--- config.mk ---
export PLATFORM = sky130hd
export DESIGN_NAME = mul_div_unit
export DESIGN_NICKNAME = d
export VERILOG_FILES = /design/src/rtl/mdu_pkg.sv /design/src/rtl/mdu_div_core.sv /design/src/rtl/mul_div_unit.sv
export SDC_FILE = /design/constraint.sdc
export NUM_CORES = 1
export LEC_CHECK = 0
export BUFFER_PORTS_ARGS = -buffer_cell sky130_fd_sc_hd__buf_2
export CORE_MARGIN = 4
export CORE_UTILIZATION = 40
export CTS_CLUSTER_DIAMETER = 150
export DETAILED_ROUTE_END_ITERATION = 7
export RECOVER_POWER = 100
export SYNTH_ARGS = -nofsm -noshare
export SYNTH_HDL_FRONTEND = slang
export SYNTH_SLANG_ARGS = --single-unit
--- constraint.sdc ---
create_clock -name clk -period 5.5 [get_ports clk]
set_input_delay 0.55 -clock clk [delete_from_list [all_inputs] [get_ports clk]]
set_output_delay 0.55 -clock clk [all_outputs]
set_load 0.05 [all_outputs]
--- src/rtl/mdu_pkg.sv ---
// mdu_pkg: operation encodings, M-extension func7 and FSM state type shared by
// the multiply/divide unit and its bench.
package mdu_pkg;

    localparam logic [6:0] F7_MEXT   = 7'b0000001;

    localparam logic [2:0] F3_MUL    = 3'b000;
    localparam logic [2:0] F3_MULH   = 3'b001;
    localparam logic [2:0] F3_MULHSU = 3'b010;
    localparam logic [2:0] F3_MULHU  = 3'b011;
    localparam logic [2:0] F3_DIV    = 3'b100;
    localparam logic [2:0] F3_DIVU   = 3'b101;
    localparam logic [2:0] F3_REM    = 3'b110;
    localparam logic [2:0] F3_REMU   = 3'b111;

    typedef enum logic [1:0] {
        S_IDLE = 2'd0,
        S_CALC = 2'd1,
        S_FIX  = 2'd2,
        S_DONE = 2'd3
    } state_e;

    function automatic logic is_div(input logic [2:0] f3);
        return f3[2];
    endfunction

    function automatic logic rs1_signed(input logic [2:0] f3);
        return (f3 == F3_MUL) || (f3 == F3_MULH) || (f3 == F3_MULHSU) ||
               (f3 == F3_DIV) || (f3 == F3_REM);
    endfunction

    function automatic logic rs2_signed(input logic [2:0] f3);
        return (f3 == F3_MUL) || (f3 == F3_MULH) ||
               (f3 == F3_DIV) || (f3 == F3_REM);
    endfunction

endpackage

--- src/rtl/mdu_div_core.sv ---
// mdu_div_core: unsigned restoring divider, one quotient bit per step; the
// dividend register doubles as the quotient shift register.
module mdu_div_core #(
    parameter int XLEN  = 32,
    parameter int CNT_W = 5
) (
    input  logic             clk,
    input  logic             rst_n,
    input  logic             load,
    input  logic             step,
    input  logic [XLEN-1:0]  dividend,
    input  logic [XLEN-1:0]  divisor,
    input  logic [CNT_W-1:0] count,
    output logic [XLEN-1:0]  quotient,
    output logic [XLEN-1:0]  remainder,
    output logic             last
);
    logic [XLEN-1:0] rem_q, rem_d;
    logic [XLEN-1:0] quo_q, quo_d;
    logic [XLEN-1:0] dvsr_q, dvsr_d;
    logic [XLEN:0]   shifted;
    logic [XLEN:0]   trial;

    always_comb begin
        rem_d   = rem_q;
        quo_d   = quo_q;
        dvsr_d  = dvsr_q;
        shifted = {rem_q, quo_q[XLEN-1]};
        trial   = shifted - {1'b0, dvsr_q};
        if (load) begin
            rem_d  = '0;
            quo_d  = dividend;
            dvsr_d = divisor;
        end else if (step) begin
            // A clear top bit means no borrow: the divisor fits, keep the difference.
            if (!trial[XLEN]) begin
                rem_d = trial[XLEN-1:0];
                quo_d = {quo_q[XLEN-2:0], 1'b1};
            end else begin
                rem_d = shifted[XLEN-1:0];
                quo_d = {quo_q[XLEN-2:0], 1'b0};
            end
        end
    end

    always_ff @(posedge clk or negedge rst_n) begin
        if (!rst_n) begin
            rem_q  <= '0;
            quo_q  <= '0;
            dvsr_q <= '0;
        end else begin
            rem_q  <= rem_d;
            quo_q  <= quo_d;
            dvsr_q <= dvsr_d;
        end
    end

    assign quotient  = quo_q;
    assign remainder = rem_q;
    assign last      = (count == '0);

endmodule

--- src/rtl/mul_div_unit.sv ---
// mul_div_unit: iterative RV32M multiply/divide unit with sign fix-up and FSM.
// Define MDU_FAST_MUL_EN to resolve multiplies in the accept cycle with a combinational product.
module mul_div_unit
    import mdu_pkg::*;
#(
    parameter int XLEN = 32
) (
    input  logic            clk,
    input  logic            rst_n,
    input  logic            start,
    input  logic            flush,
    input  logic [6:0]      func7,
    input  logic [2:0]      func3,
    input  logic [XLEN-1:0] rs1,
    input  logic [XLEN-1:0] rs2,
    output logic            busy,
    output logic            done,
    output logic            illegal,
    output logic [XLEN-1:0] result
);
    localparam int              CNT_W    = $clog2(XLEN);
    localparam logic [CNT_W-1:0] CNT_INIT = CNT_W'(XLEN - 1);
    localparam logic [CNT_W-1:0] CNT_ONE  = CNT_W'(1);
    localparam logic [XLEN-1:0]  ONE_X    = {{(XLEN-1){1'b0}}, 1'b1};
    localparam logic [2*XLEN-1:0] ONE_2X  = {{(2*XLEN-1){1'b0}}, 1'b1};
    localparam logic [XLEN-1:0]  MIN_NEG  = {1'b1, {(XLEN-1){1'b0}}};

    state_e              state_q, state_d;
    logic [2:0]          op_q, op_d;
    logic                neg_a_q, neg_a_d;
    logic                neg_b_q, neg_b_d;
    logic                ill_q, ill_d;
    logic [XLEN-1:0]     mcand_q, mcand_d;
    logic [XLEN-1:0]     result_q, result_d;
    logic [2*XLEN-1:0]   acc_q, acc_d;
    logic [CNT_W-1:0]    cnt_q, cnt_d;

    logic                accept, legal, in_neg_a, in_neg_b;
    logic                div_zero, div_ovf, special;
    logic [XLEN-1:0]     mag_a, mag_b, special_res;
    logic [XLEN:0]       mul_sum;
    logic [2*XLEN-1:0]   mul_next, prod_fix;
    logic [XLEN-1:0]     quo_fix, rem_fix, fix_res;
    logic                div_load, div_step, div_last;
    logic [XLEN-1:0]     div_quo, div_rem;

`ifdef MDU_FAST_MUL_EN
    logic signed [2*XLEN-1:0] fast_a, fast_b, fast_prod;
    logic [XLEN-1:0]          fast_res;

    // Sign- or zero-extended operands; the low 2*XLEN bits of the product are exact.
    always_comb begin
        fast_a    = $signed({{XLEN{rs1_signed(func3) && rs1[XLEN-1]}}, rs1});
        fast_b    = $signed({{XLEN{rs2_signed(func3) && rs2[XLEN-1]}}, rs2});
        fast_prod = fast_a * fast_b;
        fast_res  = (func3 == F3_MUL) ? fast_prod[XLEN-1:0] : fast_prod[2*XLEN-1:XLEN];
    end
`endif

    // Accept-cycle decode: magnitudes, sign flags and single-cycle outcomes.
    always_comb begin
        accept      = start && !flush && (state_q == S_IDLE || state_q == S_DONE);
        legal       = (func7 == F7_MEXT);
        in_neg_a    = rs1_signed(func3) && rs1[XLEN-1];
        in_neg_b    = rs2_signed(func3) && rs2[XLEN-1];
        mag_a       = in_neg_a ? (~rs1 + ONE_X) : rs1;
        mag_b       = in_neg_b ? (~rs2 + ONE_X) : rs2;
        div_zero    = is_div(func3) && (rs2 == '0);
        div_ovf     = is_div(func3) && !func3[0] && (rs1 == MIN_NEG) && (rs2 == '1);
        special     = 1'b0;
        special_res = '0;
        if (!legal) begin
            special = 1'b1;
        end else if (div_zero) begin
            special     = 1'b1;
            special_res = func3[1] ? rs1 : '1;
        end else if (div_ovf) begin
            special     = 1'b1;
            special_res = func3[1] ? '0 : rs1;
        end
`ifdef MDU_FAST_MUL_EN
        else if (!is_div(func3)) begin
            special     = 1'b1;
            special_res = fast_res;
        end
`endif
    end

    // Shift-add step and final sign fix-up.
    always_comb begin
        mul_sum  = {1'b0, acc_q[2*XLEN-1:XLEN]} + (acc_q[0] ? {1'b0, mcand_q} : '0);
        mul_next = {mul_sum, acc_q[XLEN-1:1]};
        prod_fix = (neg_a_q ^ neg_b_q) ? (~acc_q + ONE_2X) : acc_q;
        quo_fix  = (neg_a_q ^ neg_b_q) ? (~div_quo + ONE_X) : div_quo;
        rem_fix  = neg_a_q ? (~div_rem + ONE_X) : div_rem;
        unique case (op_q)
            F3_MUL:                        fix_res = prod_fix[XLEN-1:0];
            F3_MULH, F3_MULHSU, F3_MULHU:  fix_res = prod_fix[2*XLEN-1:XLEN];
            F3_DIV, F3_DIVU:               fix_res = quo_fix;
            default:                       fix_res = rem_fix;
        endcase
    end

    always_comb begin
        state_d  = state_q;
        op_d     = op_q;
        neg_a_d  = neg_a_q;
        neg_b_d  = neg_b_q;
        ill_d    = ill_q;
        mcand_d  = mcand_q;
        result_d = result_q;
        acc_d    = acc_q;
        cnt_d    = cnt_q;
        div_load = 1'b0;
        div_step = 1'b0;
        unique case (state_q)
            S_IDLE, S_DONE: begin
                state_d = S_IDLE;
                if (accept) begin
                    op_d    = func3;
                    neg_a_d = in_neg_a;
                    neg_b_d = in_neg_b;
                    ill_d   = !legal;
                    if (special) begin
                        state_d  = S_DONE;
                        result_d = special_res;
                    end else begin
                        state_d  = S_CALC;
                        cnt_d    = CNT_INIT;
                        acc_d    = {{XLEN{1'b0}}, mag_b};
                        mcand_d  = mag_a;
                        div_load = is_div(func3);
                    end
                end
            end
            S_CALC: begin
                if (is_div(op_q)) begin
                    div_step = 1'b1;
                end else begin
                    acc_d = mul_next;
                end
                if (div_last) begin
                    state_d = S_FIX;
                end else begin
                    cnt_d = cnt_q - CNT_ONE;
                end
            end
            S_FIX: begin
                result_d = fix_res;
                state_d  = S_DONE;
            end
            default: state_d = S_IDLE;
        endcase
        // Flush wins over everything, including a result about to be written.
        if (flush) begin
            state_d  = S_IDLE;
            result_d = result_q;
        end
    end

    always_ff @(posedge clk or negedge rst_n) begin
        if (!rst_n) begin
            state_q  <= S_IDLE;
            op_q     <= F3_MUL;
            neg_a_q  <= 1'b0;
            neg_b_q  <= 1'b0;
            ill_q    <= 1'b0;
            mcand_q  <= '0;
            result_q <= '0;
            acc_q    <= '0;
            cnt_q    <= '0;
        end else begin
            state_q  <= state_d;
            op_q     <= op_d;
            neg_a_q  <= neg_a_d;
            neg_b_q  <= neg_b_d;
            ill_q    <= ill_d;
            mcand_q  <= mcand_d;
            result_q <= result_d;
            acc_q    <= acc_d;
            cnt_q    <= cnt_d;
        end
    end

    mdu_div_core #(
        .XLEN  (XLEN),
        .CNT_W (CNT_W)
    ) u_div (
        .clk       (clk),
        .rst_n     (rst_n),
        .load      (div_load),
        .step      (div_step),
        .dividend  (mag_a),
        .divisor   (mag_b),
        .count     (cnt_q),
        .quotient  (div_quo),
        .remainder (div_rem),
        .last      (div_last)
    );

    assign busy    = (state_q == S_CALC) || (state_q == S_FIX);
    assign done    = (state_q == S_DONE);
    assign illegal = (state_q == S_DONE) && ill_q;
    assign result  = result_q;

endmodule

Word-level counts from Yosys, hierarchy flattened. Cells that the tools add are included.

$add $sub $neg: 8. Equality and inequality tests: 21. Muxes and demuxes: 42. Bitwise operators: 8. Reductions and logical operators: 36.

Operators with widths (count): $mux W32 (17); $mux W64 (4); $add A32 B1 Y32 const B (4); $not A32 Y32 (4); $pmux W64 S2 (1); $pmux W32 S3 (1); $add A64 B1 Y64 const B (1); $eq A32 B32 Y1 const B (2); $not A64 Y64 (1); $pmux W32 S2 (1); $add A32 B32 Y33 (1); $sub A33 B32 Y33 (1); $logic_not A32 Y1 (1); $mux W5 (3); $eq A3 B3 Y1 const B (4); $reduce_and A4 Y1 (3); $ne A2 B2 Y1 const B (5); $pmux W5 S2 (1); $eq A3 B2 Y1 const B (3); $logic_and A1 B1 Y1 (9); $mux W1 (9); $logic_or A1 B1 Y1 (8); $mux W2 (4); $eq A7 B1 Y1 const B (1); 17 further kinds (26).

Register bits after elaboration: 237.

Longest topological paths before layout.
Word-level depth: 11. Gate-level depth with buffers: 15.

Modules after synthesis. From an unflattened synthesis, not the netlist that was laid out.

Cell total of the unflattened synthesis: 2404. Area total of the unflattened synthesis: 19197.2 um2.

Modules (own cells, without submodules): mul_div_unit (instances 1, cells an instance 1680, area each 12911.1 um2); mdu_div_core (instances 1, cells an instance 724, area each 6286.0 um2).

Worst setup path after synthesis. OpenSTA, ideal clock, no wires.

Path type: register to register. From: reg acc_q[0]. To: reg acc_q[59]. Library setup time: 120 ps. Arrival time: 3138 ps. Data required time: 5380 ps. Setup slack: 2242 ps. Stages on the path, launching flop included: 16. Period minus slack after synthesis: 3258 ps. Path through: dfrtp_1 > clkbuf_1 > and2_1 > ha_1 > inv_1 > fa_1 > nor2b_1 > o21bai_1 > a211oi_1 > nor2_1 > o31ai_1 > o221a_2 > a21o_1 > a21o_1 > xor2_1 > a31o_2.

Cells in the longest elaborated chain, start to end: 4.

Ends and longest elaborated chain: start: declaration (RTL line mul_div_unit.sv:35) `logic [2*XLEN-1:0] acc_q, acc_d;`; start signal: assignment (RTL line mul_div_unit.sv:170) `acc_q <= '0;`; start signal: assignment (RTL line mul_div_unit.sv:180) `acc_q <= acc_d;`; $mux W32 (RTL line mul_div_unit.sv:91) `mul_sum = {1'b0, acc_q[2*XLEN-1:XLEN]} + (acc_q[0] ? {1'b0, mcand_q} : '0);`; $add A32 B32 Y33 (RTL line mul_div_unit.sv:91); $mux W64 (RTL line mul_div_unit.sv:137) `if (is_div(op_q)) begin`; $pmux W64 S2 (RTL line mul_div_unit.sv:116) `unique case (state_q)`.

Every way passes these cells. The select of a mux whose other input is x is not followed. A chain may end at the register's enable or synchronous reset.

Worst setup path after layout.
From: reg u_div.quo_q[31] (netlist: u_div.quotient[31]). To: reg u_div.quo_q[0] (netlist: u_div.quotient[0]).

Cells in the longest elaborated chain, start to end: 4.

Ends and longest elaborated chain: start: declaration (RTL line mdu_div_core.sv:19) `logic [XLEN-1:0] quo_q, quo_d;`; start signal: assignment (RTL line mdu_div_core.sv:53) `quo_q <= quo_d;`; $sub A33 B32 Y33 (RTL line mdu_div_core.sv:29) `trial = shifted - {1'b0, dvsr_q};`; $mux W1 (RTL line mdu_div_core.sv:36) `if (!trial[XLEN]) begin`; $mux W32 (RTL line mdu_div_core.sv:34) `end else if (step) begin`; $mux W32 (RTL line mdu_div_core.sv:30) `if (load) begin`.

Every way passes these cells. The select of a mux whose other input is x is not followed.

==> results by group <==
Power
  – Leak Pwr: 8.62 nW
  – P per Cell Area: 600 nW/µm²
  – Peak supply drop: 0.327 mV

Clocking
  – Post-CTS Setup Bufs: 0
  – CTS H-tree lvls: 1
  – CTS clk-pin slew, worst paths: 0.06 ns
  – CTS sink cnt: approximately 240
  – Clock buffer depth: 3
  – CTS root buffer: clkbuf_16
  – CTS tree: built
  – Worst-skew pair later-pin latency: 0.58 ns
  – Total CTS buffers: 30

Finish
  – Seq. cell area: approximately 6000 µm²
  – Area of the multi-input gates: 11600 µm²
  – Nets: 2527
  – Layout area overhead: 11.8%
  – Filler cells: 4558
  – Layout cell share with drive strength beyond 1: 8.93%

STA
  – Final setup fails: 0
  – Minimum clock period: 4.52 ns
  – Final setup margin: 0.981 ns
  – Setup TNS: 0 ns
  – RSZ-0062 raised after global routing: no
  – Fin. Hold Viols: 0
  – Max-slew violation count: 112
  – Fmax: 221 MHz
  – Post-Route Skew: ~0.018 ns
  – Worst-Margin Slew: 2.91 ns
  – Slew headroom: -94.3%
  – Fin crit share: 82.2%

Floorplanning
  – Io pins: approximately 110
  – Core area: 45400 µm²
  – Die ar.: 49400 µm²
  – Die W: 222 µm
  – Die Height: between 200 and 250 µm
  – Initial core utilization: 40.4%
  – Row cnt: 78

Outcome
  – Failing checks: design-rule violations, max-capacitance violations, max-slew violations
  – Outcome: complete, but fails checks

Route
  – 1st-pass router iterations: 8
  – Vias: ~18000
  – Final ANT Viol Nets: 0
  – Total wire length: 64100 µm
  – Drt wl/cell: 21.4 µm
  – Vias per cell: 6.02
  – Iter 0 DRT Violations: 1735
  – DRC viols: 18

Logic synthesis
  – Syn avg cell area: 7.85 µm²
  – Ys async rst share: 100%
  – Seq cells post-synth: 237
  – Netlist Area Pre-Place: 18300 µm²
  – Post-synth EDFFs: 0
  – Yosys top cell area share: between 30 and 40%
  – Synthesis Warnings: 0
  – Syn Nets: 2491
  – Cells after synthesis: 2336
  – Biggest area consumer among synthesized cells: dfrtp_1
  – Commonest register cell after synthesis: dfrtp_1
  – Sequential share of the synthesized area: about a third
  – Leading post-synthesis cells by cell area: dfrtp_1 32%, a21oi_1 6.9%, xnor2_1 6.2%, o21ai_0 6.1%, nand2_1 5.7%
  – Synth cell types: 73

Place
  – Gpl congestion: 0.951
  – Number of port buffers: 112
  – Place WS: roughly 1.5 ns
  – Post-DP HPWL: 47600 µm

Global route
  – GR peak layer: met2
  – Met2 Track Usage GR: roughly two fifths
  – Vias in the first global route: approximately 17000
  – Initial antenna violation count: 0
  – M3 GR Usage: 4.61%
  – GRT overflow: 0
  – Largest net degree at the start of global routing: 112
  – M1 GR Usage: 35.5%
  – First-pass GRT wire length: 99200 µm
  – Tot GR Track Use: 25.0%

Setup path
  – CP Class: register to register
  – Setup crit start kind: register
  – Crit path DAT: 4.90 ns
  – Element type at the critical path end: register
  – Worst stage delay on the critical path: 0.77 ns
  – CP Data Required Time: slightly below 6 ns
  – Cell Chain, Critical Path: inv_1, ha_1, fa_1, nor2b_1, o211ai_1, a21oi_1, buf_4, a22oi_1, a21oi_1, a31o_1, xnor2_1, clkbuf_2, o21ai_0, nand2_1, o21ai_0
  – Crit path max-delay cell type: clkbuf_2
  – CP max FO: 46

Job
  – # Max-Cap Violations: 1

Hold path
  – Min-delay worst type: input port to register
report_power, final:
| part | total [W] | switching [W] | internal, W | leakage, nW |
|---|---|---|---|---|
| Sequential | 0.00314 | 0.000846 | 0.00230 | 2.88 |
| Clock | 0.00234 | 0.000869 | 0.00147 | 0.579 |
| Combinational | 0.00683 | 0.00436 | 0.00247 | 5.16 |
| Total | 0.0123 | 0.00608 | 0.00624 | 8.62 |
Yosys cell counts, drive strengths merged (14+ instances only):
cell type,count
nor3,41
o41ai,24
o31ai,47
o221a,16
a31oi,44
ha,75
buf,18
or4,19
nand4,19
xor2,106
o22ai,26
inv,86
nand2,279
xnor2,130
o21ai,223
nor2,208
o21bai,16
a211oi,14
a21oi,253
o221ai,16
or3,23
nand3,28
nor4,23
dfrtp,237
a21o,31
o211ai,15
clkbuf,121
and3,34
nand2b,21
and2,45
layer usage:
layer	vias up	routed length, µm
met3	104	5420
met2	834	28800
met5	-	0
li1	8406	-
met1	8711	28300
met4	0	1630
path summary, 6_finish.rpt:
path                                     end          startpoint  depth (start not counted)  slack [ns]
max                        u_div.quotient[0]  u_div.quotient[31]                         15        0.98
min                               state_q[0]               flush                          2        0.20
min reg2reg                      mcand_q[19]         mcand_q[19]                          2        0.48
max in group asynchronous   u_div.dvsr_q[25]               rst_n                          3        1.73
max reg2reg                u_div.quotient[0]  u_div.quotient[31]                         15        0.98
min in group asynchronous          result[0]               rst_n                          2        0.53
registers in the layout, summed over array words and instances, names as in the netlist, 2 cells and up:
register / cells
acc_q: 64
mcand_q: 32
result: 32
u_div.dvsr_q: 32
u_div.quotient: 32
u_div.remainder: 32
cnt_q: 5
op_q: 3
state_q: 2
stage by stage:
| stage | power, W | instance area [µm²] | instances | hold slack, ns | utilization, % |
|---|---|---|---|---|---|
| final | 0.0123 | 20500 | 2997 | 0.196 | 45.2 |
| after global routing | 0.0131 | 20500 | 2996 | 0.204 | 45.2 |
| after CTS | 0.0123 | 20600 | 2995 | 0.173 | 45.4 |
| after detailed placement | 0.00990 | 19400 | 2938 | 0.464 | 42.8 |
| after global placement | 0.00981 | 19400 | 2938 | 0.462 | 42.8 |
| after floorplan | 0.00784 | 18300 | 2336 | 0.254 | - |
layout by cell type, fill, tap and decap left out, types with 16 or more instances in the layout:
cell type  count
o21bai_1      16
clkbuf_16     31
and3_1        34
nor3_1        39
clkbuf_1      37
buf_2         75
inv_1         86
dfrtp_1      237
or3_1         20
o221a_2       16
nand3_1       28
ha_1          75
and2_1        43
nor2_1       207
a21o_1        31
o31ai_1       46
o221ai_1      16
o21ai_0      222
xor2_1       105
nand2b_1      21
nand2_1      277
a21oi_1      253
o22ai_1       26
nor4_1        22
o41ai_1       23
or4_1         17
nand4_1       19
a31oi_1       44
xnor2_1      129
buf_4         23
cell type report:
class | count | share of cell area, %
tap | 600 | 3.66
multi-input combinational | 1874 | 56.5
antenna | 1 | 0.0122
inverter | 86 | 1.57
clock buffer | 39 | 4.32
timing repair buffer | 143 | 3.62
sequential | 237 | 28.9
clock inverter | 17 | 1.43
what timing repair did:
| action | 4_1_cts | 5_1_grt |
|---|---|---|
| hold endpoints to repair | 65 | 0 |
| gates resized for setup | 0 | 0 |
| hold buffers | 1 | 0 |
critical path, delay by kind of cell (launching register included):
family          cells  cell delay, ns
fa+ha+maj           2            0.71
simple gates        2            0.35
buf+inv             3            1.05
compound gates      7            1.39
flops               1            0.49
xor+xnor            1            0.28
logic make-up after synthesis:
logic type / count (synthesis) / synth area share [%]
XOR/XNOR: 236 / 11.3
adder cells (fa/ha/maj): 77 / 5.33
AO/OA/AOI/OAI: 769 / 25.5
flip-flops: 237 / 32.3
multiplexers: 11 / 0.627
buffers and inverters: 225 / 4.72
AND/OR/NAND/NOR: 781 / 20.2
No activity file was read; power rests on OpenSTA's default activity.
